<file path="config.mk">
export PLATFORM = sky130hd
export DESIGN_NAME = piso16_tx
export DESIGN_NICKNAME = d
export VERILOG_FILES = /design/src/rtl/piso16_tx.sv
export SDC_FILE = /design/constraint.sdc
export NUM_CORES = 1
export LEC_CHECK = 0
export BUFFER_PORTS_ARGS = -buffer_cell sky130_fd_sc_hd__buf_2
export CELL_PAD_IN_SITES_DETAIL_PLACEMENT = 0
export CELL_PAD_IN_SITES_GLOBAL_PLACEMENT = 2
export CORE_UTILIZATION = 35
export CTS_BUF_LIST = sky130_fd_sc_hd__clkbuf_2
export CTS_CLUSTER_SIZE = 12
export DETAILED_ROUTE_END_ITERATION = 7
export PLACE_DENSITY = 0.88
export RECOVER_POWER = 100
export SLEW_MARGIN = 20
export SYNTH_ARGS = -nofsm -noshare
export SYNTH_HDL_FRONTEND = slang
export SYNTH_SLANG_ARGS = --single-unit
</file>
<file path="constraint.sdc">
create_clock -name clk -period 2.1 [get_ports clk]
set_input_delay 0.21 -clock clk [delete_from_list [all_inputs] [get_ports clk]]
set_output_delay 0.21 -clock clk [all_outputs]
set_load 0.01 [all_outputs]
</file>
<file path="src/rtl/piso16_tx.sv">
// 16-bit parallel-in/serial-out transmitter, MSB first, with a ready-stalled serial handshake.
// Define PISO_PARITY_EN to append an even-parity bit as a 17th serial bit.
module piso16_tx (
    input  logic        clk,
    input  logic        clr,
    input  logic [15:0] din,
    input  logic        ld,
    input  logic        rdy,
    output logic        sout,
    output logic        sout_vld,
    output logic        busy,
    output logic        done
);

`ifdef PISO_PARITY_EN
    typedef enum logic [1:0] {IDLE = 2'd0, SHIFT = 2'd1, PAR = 2'd2, DONE = 2'd3} state_t;
`else
    typedef enum logic [1:0] {IDLE = 2'd0, SHIFT = 2'd1, DONE = 2'd3} state_t;
`endif

    state_t      state_q, state_d;
    logic [15:0] sreg_q, sreg_d;
    logic [3:0]  cnt_q, cnt_d;
`ifdef PISO_PARITY_EN
    logic        par_q, par_d;
`endif

    // Handshake: a bit moves on a rising edge where sout_vld && rdy; while rdy is low
    // sout_vld stays high and sout holds, so the receiver may stall for any number of cycles.
    always_ff @(posedge clk) begin
        if (clr) begin
            state_q <= IDLE;
            sreg_q  <= '0;
            cnt_q   <= '0;
`ifdef PISO_PARITY_EN
            par_q   <= 1'b0;
`endif
        end else begin
            state_q <= state_d;
            sreg_q  <= sreg_d;
            cnt_q   <= cnt_d;
`ifdef PISO_PARITY_EN
            par_q   <= par_d;
`endif
        end
    end

    always_comb begin
        state_d = state_q;
        case (state_q)
            IDLE: begin
                if (ld) state_d = SHIFT;
            end
            SHIFT: begin
                if (rdy && (cnt_q == 4'd15)) begin
`ifdef PISO_PARITY_EN
                    state_d = PAR;
`else
                    state_d = DONE;
`endif
                end
            end
`ifdef PISO_PARITY_EN
            PAR: begin
                if (rdy) state_d = DONE;
            end
`endif
            DONE:    state_d = IDLE;
            default: state_d = IDLE;
        endcase
    end

    always_comb begin
        sreg_d = sreg_q;
        cnt_d  = cnt_q;
`ifdef PISO_PARITY_EN
        par_d  = par_q;
`endif
        if (state_q == IDLE && ld) begin
            sreg_d = din;
            cnt_d  = 4'd0;
`ifdef PISO_PARITY_EN
            par_d  = ^din;
`endif
        end else if (state_q == SHIFT && rdy) begin
            sreg_d = {sreg_q[14:0], 1'b0};
            cnt_d  = cnt_q + 4'd1;
        end
    end

    // Serial output is a mux of registers only, so din never reaches sout combinationally.
    always_comb begin
        sout     = 1'b0;
        sout_vld = 1'b0;
        busy     = 1'b1;
        done     = 1'b0;
        case (state_q)
            IDLE: busy = 1'b0;
            SHIFT: begin
                sout_vld = 1'b1;
                sout     = sreg_q[15];
            end
`ifdef PISO_PARITY_EN
            PAR: begin
                sout_vld = 1'b1;
                sout     = par_q;
            end
`endif
            DONE:    done = 1'b1;
            default: busy = 1'b0;
        endcase
    end

endmodule

</file>
# == Word-level counts from Yosys, hierarchy flattened ==
# Index checks and enable logic that the tools add are counted.
# W data, S select, Z words.
# totals
ff_bits,22
output_inout_bits,4
elab_cells,26
# classes
addsub,1
n_eq_ne,5
n_mux,9
n_reduce_logical,8
# op_table
cell,count
$mux W16,2
$add A4 B1 Y4 const B,1
$eq A4 B4 Y1 const B,1
$mux W1,4
$mux W2,2
$ne A2 B2 Y1 const B,2
$pmux W2 S2,1
$reduce_or A2 Y1,2
$logic_and A1 B1 Y1,3
$eq A2 B1 Y1 const B,1
$eq A2 B2 Y1 const B,1
$logic_not A2 Y1,1
$reduce_and A2 Y1,1
$reduce_bool A2 Y1,1

# == Longest topological paths before layout ==
# Gate-level depths: netlist of the first run.
# depth
ltp_word,4
mapped_depth,6

# == Least setup slack after synthesis of the first run ==
# Ideal clock, no wire load.
# synth_path
kind,register -> register
startpoint,register state_q[0]
endpoint,register sreg_q[3]
setup_time_ps,132
t_arrival_ps,1145
required_time_ps,1968
setup_slack_ps,822
path_stages_with_launch,7
path_cell_list,dfxtp_1 buf_6 or3b_1 buf_6 buf_6 nand3_1 a21oi_1
# synth_between
elab_chain_len,3
elab_cells_between_ends,6
# synth_lines
item,line,rtl
"start, declared",21,"state_t state_q, state_d;"
"start signal, assigned",39,state_q <= state_d;
$eq A2 B1 Y1 / $logic_not A2 Y1 (equally long branches),"85, 79",
$logic_and A1 B1 Y1 (on tied branches),"85, 79",
$reduce_bool A2 Y1 (no source line) / $mux W16 (equally long branches),-,
"end signal, assigned",40,sreg_q <= sreg_d;
"end, declared",22,"logic [15:0] sreg_q, sreg_d;"
# Several ways; a longest one is shown, not always the timed one.
# A chain may end at the register's enable or synchronous reset.

# == Worst setup path in the final report of the first run ==
# layout_path
startpoint,register state_q[0]
endpoint,output port sout
# layout_between
elab_chain_len,2
# layout_lines
item,line,rtl
$eq A2 B1 Y1,97,case (state_q)
$mux W1,97,
"end, declared",9,"output logic sout,"
# No other way between the ends.

==> impl_results.md, run 1 <==
* CTS root buf: clkbuf_2
* Non-Filler Instances at around 150
* Fmax at 635 MHz
* CTS Sinks at 22
* Largest net degree at the start of global routing at 23
* Critical Path Start: state_q[0]
* Total negative slack at 0 ps
* HP Class: input pin to flip-flop
* Crit share post-route at approximately 75%
* Area delta synth->final at 10.6%
* Global router's overall resource usage at about 16%
* Die extent in x at roughly 55 µm
* Seq/Total Area, Yosys at around 45%
* Starting Density at a little under two fifths
* Synthesized flop and latch total at 22
* Clock transition at the registers of the reported paths at 220 ps
* Critical Path, Cell by Cell: nor2b_1 > and2_0 > buf_2
* Commonest non-fill, non-tap cell in the layout: dfxtp_1
* Syn Nets at approximately 130
* Placed cells at around 150
* DRT Pass-1 Iters at 4
* Port bufs at 23
* H-tree depth at 1
* Drt total wl at 2050 µm
* Crit-path max FO at 9
* Setup crit start kind: flip-flop
* Hold slack at between 100 and 150 ps
* Hold Crit Start: din[0]
* Final hold viol count at 0
* Clk_skew at 23.2 ps
* Layout Nets at 144
* Die Y at roughly 55 µm
* Initial antenna violation count at 0
* Crit. End Element: output port
* Syn avg cell area at 9.42 µm²
* # IOs at 24
* CP Buf/Inv Count at 1
* Final ANT Viol Nets at 0
* CTS buffer count at 3
* Vias post-DR at 831
* Worst skew pair latency at between 300 and 400 ps
* RSZ-0062 raised after global routing: false
* # diodes at 0
* Max VDD drop at 425 µV
* FP Rows at 18
* Crit-path leading delay family: flip-flops
* Vias in the first global route at 763
* Mapped Cells at around 100
* Slew Viols, Final at 0
* DRC at 0
* Gpl congestion at approximately 0.67
* Post-synthesis cell type count at 26
* Worst slew margin relative to its limit at around 62%
* Final setup vio count at 0
* Setup Buffers After CTS at 0
* Die ar. at 3010 µm²
* Status: finished, final reports clean
* DPL Wire Length at about 1300 µm
* Wire length of the first global-routing pass at about 3400 µm
* Crit-path slowest cell: dfxtp_1
* Leak at about 0.42 nW
* CTS Hold Bufs at 0
* Iter 0 DRT Violations at 10
* CTS tree: done
* Crit path time final at between 1500 and 2000 ps
* Slew @ Worst Pin at about 570 ps
* PD cells at about 660 nW/µm²
* CP Class: flip-flop to output port
* Netlist Area Pre-Place at just under 1000 µm²
* Post_cts resized at 0
* Max_cap viols at 0
* Most frequent cells in the layout: 22 x dfxtp_1, 21 x buf_2, 17 x nand3_1
* CP peak stage delay at approximately 550 ps
* Arr. time, crit path at between 1000 and 1500 ps
* DR vias/cell at approximately 5.5
* Share of cells above drive strength 1 at a little under a quarter
* Per-cell routed wire length at 13.5 µm
* Gr ovfl total at 0
* Core footprint at 2570 µm²
* Clock buffer depth at 2
* Syn. warnings at 0
* R2R Path Start: state_q[0]
* WP data required at 1890 ps
==> kinds of logic after synthesis <==
family	after synthesis	share of synthesized area (%)
AO/OA/AOI/OAI	33	21.5
XOR/XNOR	2	1.79
adder cells (fa/ha/maj)	1	1.28
buffers and inverters	11	8.17
flip-flops	22	45.0
multiplexers	1	1.02
AND/OR/NAND/NOR	34	21.3
==> report_power, final <==
group | total (mW) | internal (mW) | switching (mW)
combinational | 0.0974 | 0.0416 | 0.0558
sequential | 0.454 | 0.440 | 0.0142
clock | 0.168 | 0.0414 | 0.126
total | 0.719 | 0.523 | 0.196
==> tightest hold or removal path: stages <==
cell     delay [ps]
buf_2           100
nand2_1          40
a21oi_1          50
==> flip-flops by register name, summed over array words and instances (netlist names) <==
signal and count:
cnt_q 4, state_q 2, sreg_q 16
==> metal layers <==
| metal | global-route usage, % | vias to the layer above | wire, µm |
|---|---|---|---|
| li1 | - | 422 | - |
| met2 | 26.3 | 15 | 949 |
| met3 | 6.28 | 2 | 102 |
| met1 | 19.0 | 392 | 987 |
| met4 | 2.50 | 0 | 10 |
| met5 | 0 | - | 0 |
==> synthesized netlist by cell type <==
cell type	n	area [µm²]
a22oi_1	15	113
xnor2_1	1	8.76
xor2_1	1	8.76
a211oi_2	1	12.5
nand2_1	1	3.75
nor3_1	3	15.0
or3_1	1	6.26
clkbuf_1	2	7.51
buf_2	4	20.0
o21ai_0	1	5.00
nand3b_4	1	20.0
mux2i_1	1	10.0
buf_4	1	7.51
nor3b_1	1	7.51
nand3_1	17	85.1
a21oi_1	16	80.1
dfxtp_1	22	440
buf_6	4	45.0
nor2_1	2	7.51
or3b_1	1	8.76
ha_1	1	12.5
and2_1	2	12.5
nor2b_1	1	6.26
nor3_2	1	10.0
and3b_1	1	8.76
nand4b_1	2	17.5
==> worst paths after layout <==
path              slack (ps)         to  cells past startpoint
hold reg to reg          480  sreg_q[5]                      2
setup / recovery         520       sout                      3
setup reg to reg         580   cnt_q[3]                      3
hold / removal           110  sreg_q[0]                      3
==> metrics by stage <==
step | total power [mW] | area (µm²) | utilization [%] | worst slack [ps]
floorplan | 0.534 | 980 | - | 822
global placement | 0.559 | 1070 | 41.8 | 677
detailed placement | 0.562 | 1070 | 41.8 | 639
CTS | 0.732 | 1090 | 42.5 | 501
global route | 0.757 | 1080 | 42.2 | 389
finish | 0.719 | 1080 | 42.2 | 524
==> area by class of cell <==
class	count	area (µm²)
flip-flops and latches	22	440
fillers	274	1480
clock inverters	1	3.75
clock buffers	3	15.0
well taps	30	37.5
multi-input cells	71	459
repair buffers	25	128
No activity file was read; power rests on OpenSTA's default activity.
==> run 2: changes to the inputs <==
CORE_UTILIZATION = 32   (was 35)
PLACE_DENSITY = 0.81   (was 0.88)
clock period = 1.6 ns   (was 2.1 ns; I/O delays follow)
==> run 2 against run 1 <==
Worst setup slack got worse by 400 ps; utilization decreased by 3.2 points; final area increased by 1.8%; sequential power increased by 31%; register-to-register slack got worse by 420 ps; count of clock-buffer cells in the layout unchanged; clock power increased by 25%; power increased by 31%.
==> impl_results.md, run 2 (synthesis gave the netlist of run 1 again) <==
* Status: finished, final reports clean
* Placed inst area at 1100 µm² (+2.2%)
* Slew Viols, Final at 0 (unchanged)
* Final ANT Viol Nets at 0 (unchanged)
* RSZ-0062 raised after global routing: false
* Final hold viol count at 0 (unchanged)
* Total design power at 0.939 mW (+31%)
* CTS tree: done
* Arr. time, crit path at 1320 ps (-50 ps)
* HP Class: input pin to flip-flop
* Worst skew pair latency at 310 ps (-20 ps)
* Die Y at 57.3 µm (+4.4%)
* Per-cell routed wire length at 13.7 µm (+1.8%)
* Max VDD drop at 322 µV (-24%)
* Wire length of the first global-routing pass at 3500 µm (+3.9%)
* Crit share post-route at between 90% and 100%
* Die extent in x at 57.3 µm (+4.4%)
* R2r setup slk at 160 ps (-420 ps)
* DRC at 0 (unchanged)
* Top flop regs: sreg_q (16), cnt_q (4), state_q (2)
* Vias in the first global route at 788 (+3.3%)
* Global router's overall resource usage at 13.8% (-1.9 points)
* CTS root buf: clkbuf_2
* Crit-path slowest cell: dfxtp_2
* Crit. End Element: output port
* CTS buffer count at 3 (unchanged)
* CTS Hold Bufs at 0 (unchanged)
* R2R cell count at 3 (unchanged)
* Fmax at between 600 and 700 MHz
* Leak at 0.432 nW (+2.5%)
* CP Class: flip-flop to output port
* Hold Crit Start: din[0]
* Hold path depth at 3 (unchanged)
* End-of-flow core utilization at 39.0% (-3.2 points)
* Slew @ Worst Pin at 564 ps (-6.31 ps)
* Max_cap viols at 0 (unchanged)
* Total negative slack at 0 ps (unchanged)
* H-tree depth at 1 (unchanged)
* CP peak stage delay at 410 ps (-140 ps)
* Area delta synth->final at 12.6%
* Crit-path max FO at 5 (-4)
* Setup WS post-layout at 121 ps (-403 ps)
* Final Cell Area at 1100 µm² (+1.8%)
* Max reg flops at 16 (unchanged)
* Largest register by flop count: sreg_q
* Crit path time final at 1480 ps
* # IOs at 24 (unchanged)
* Gr ovfl total at 0 (unchanged)
* Fillers at 311 (+14%)
* Starting Density at 34.6% (-3.5 points)
* # diodes at 0 (unchanged)
* Initial antenna violation count at 0 (unchanged)
* Clock transition at the registers of the reported paths at 200 ps (-20 ps)
* Setup Slack @ Placement at 193 ps (-446 ps)
* Iter 0 DRT Violations at 20 (+10)
* Most frequent cells in the layout: 21 x dfxtp_1, 21 x buf_2, 17 x nand3_1
* Setup Buffers After CTS at 0 (unchanged)
* Final setup vio count at 0 (unchanged)
* R2R Path Start: state_q[1]
* CTS Sinks at 22 (unchanged)
* PD cells at 851 nW/µm² (+28%)
* Layout Nets at 147 (+2.1%)
* Clk_skew at 3.62 ps (-19.6 ps)
* Critical Path, Cell by Cell: buf_4 > nor2b_1 > and2_1 > buf_2
* Drt total wl at 2130 µm (+3.9%)
* Vias post-DR at 856 (+3.0%)
* Die ar. at 3290 µm² (+9.0%)
* DRT Pass-1 Iters at 4 (unchanged)
* Share of cells above drive strength 1 at 26.6% (+2.8 points)
* Worst slew margin relative to its limit at 62.4% (+0.42 points)
* FP Rows at 19 (+1)
* Worst Hold End: sreg_q[0]
* DR vias/cell at 5.52 (+1.0%)
* DPL Wire Length at 1390 µm (+6.0%)
* RR Endpoint: sreg_q[1]
* WP data required at 1440 ps (-450 ps)
* Setup crit start kind: flip-flop
* Largest net degree at the start of global routing at 23 (unchanged)
* Gpl congestion at 0.683 (+2.6%)
* Core footprint at 2830 µm² (+10%)
* Clock buffer depth at 2 (unchanged)
* Port bufs at 23 (unchanged)
run 2: cell types whose count changed in the layout (fill, tap and decap cells not counted):
cell / before / now
and2_0: 2 / 0
and2_1: 0 / 2
a211oi_1: 1 / 0
a211oi_2: 0 / 1
buf_4: 2 / 3
clkbuf_1: 2 / 3
clkbuf_2: 3 / 4
clkinv_1: 1 / 0
dfxtp_1: 22 / 21
dfxtp_2: 0 / 1
run 2: through the flow:
step	instances	hold slack [ps]
finish	155	55.1
global route	155	34.9
CTS	155	47.5
detailed placement	152	412
global placement	152	407
floorplan	104	233
run 2: final cells by class:
class / instances / area [µm²] / area share (%)
multi-input combinational: 71 / 464 / 42.1
sequential: 22 / 442 / 40.0
timing repair buffer: 28 / 144 / 13.0
tap: 31 / 38.8 / 3.51
clock buffer: 3 / 15.0 / 1.36
run 2: where the power goes:
group / leakage (nW) / switching, mW / total, mW / internal, mW
clock network: 0.0125 / 0.159 / 0.210 / 0.0511
logic: 0.239 / 0.0771 / 0.136 / 0.0585
registers: 0.180 / 0.0159 / 0.593 / 0.577
run 2: per-layer routing:
metal	track usage (%)	up-vias	share of wire, %
met5	0	-	0
met4	5.23	0	0.61
met3	2.49	2	3.1
met2	22.2	10	50
met1	18.4	417	46
li1	-	427	-
run 2: critical path, delay by kind of cell, from the launching register on:
kind          cells  cell delay, ps
buf+inv           2             270
flops             1             410
simple gates      2             320
run 2: worst max-delay path by stage:
stage                     from   endpoint  cells after the start
global route        state_q[0]       sout                      4
floorplan           state_q[0]  sreg_q[3]                      6
CTS                 state_q[0]       sout                      4
finish              state_q[0]       sout                      4
global placement    state_q[1]  sreg_q[0]                      3
detailed placement  state_q[1]  sreg_q[0]                      3
run 2: timing repair:
item	CTS	global route
endpoints found under the hold margin	0	0
gates resized for setup	0	1
setup endpoints to repair	0	1
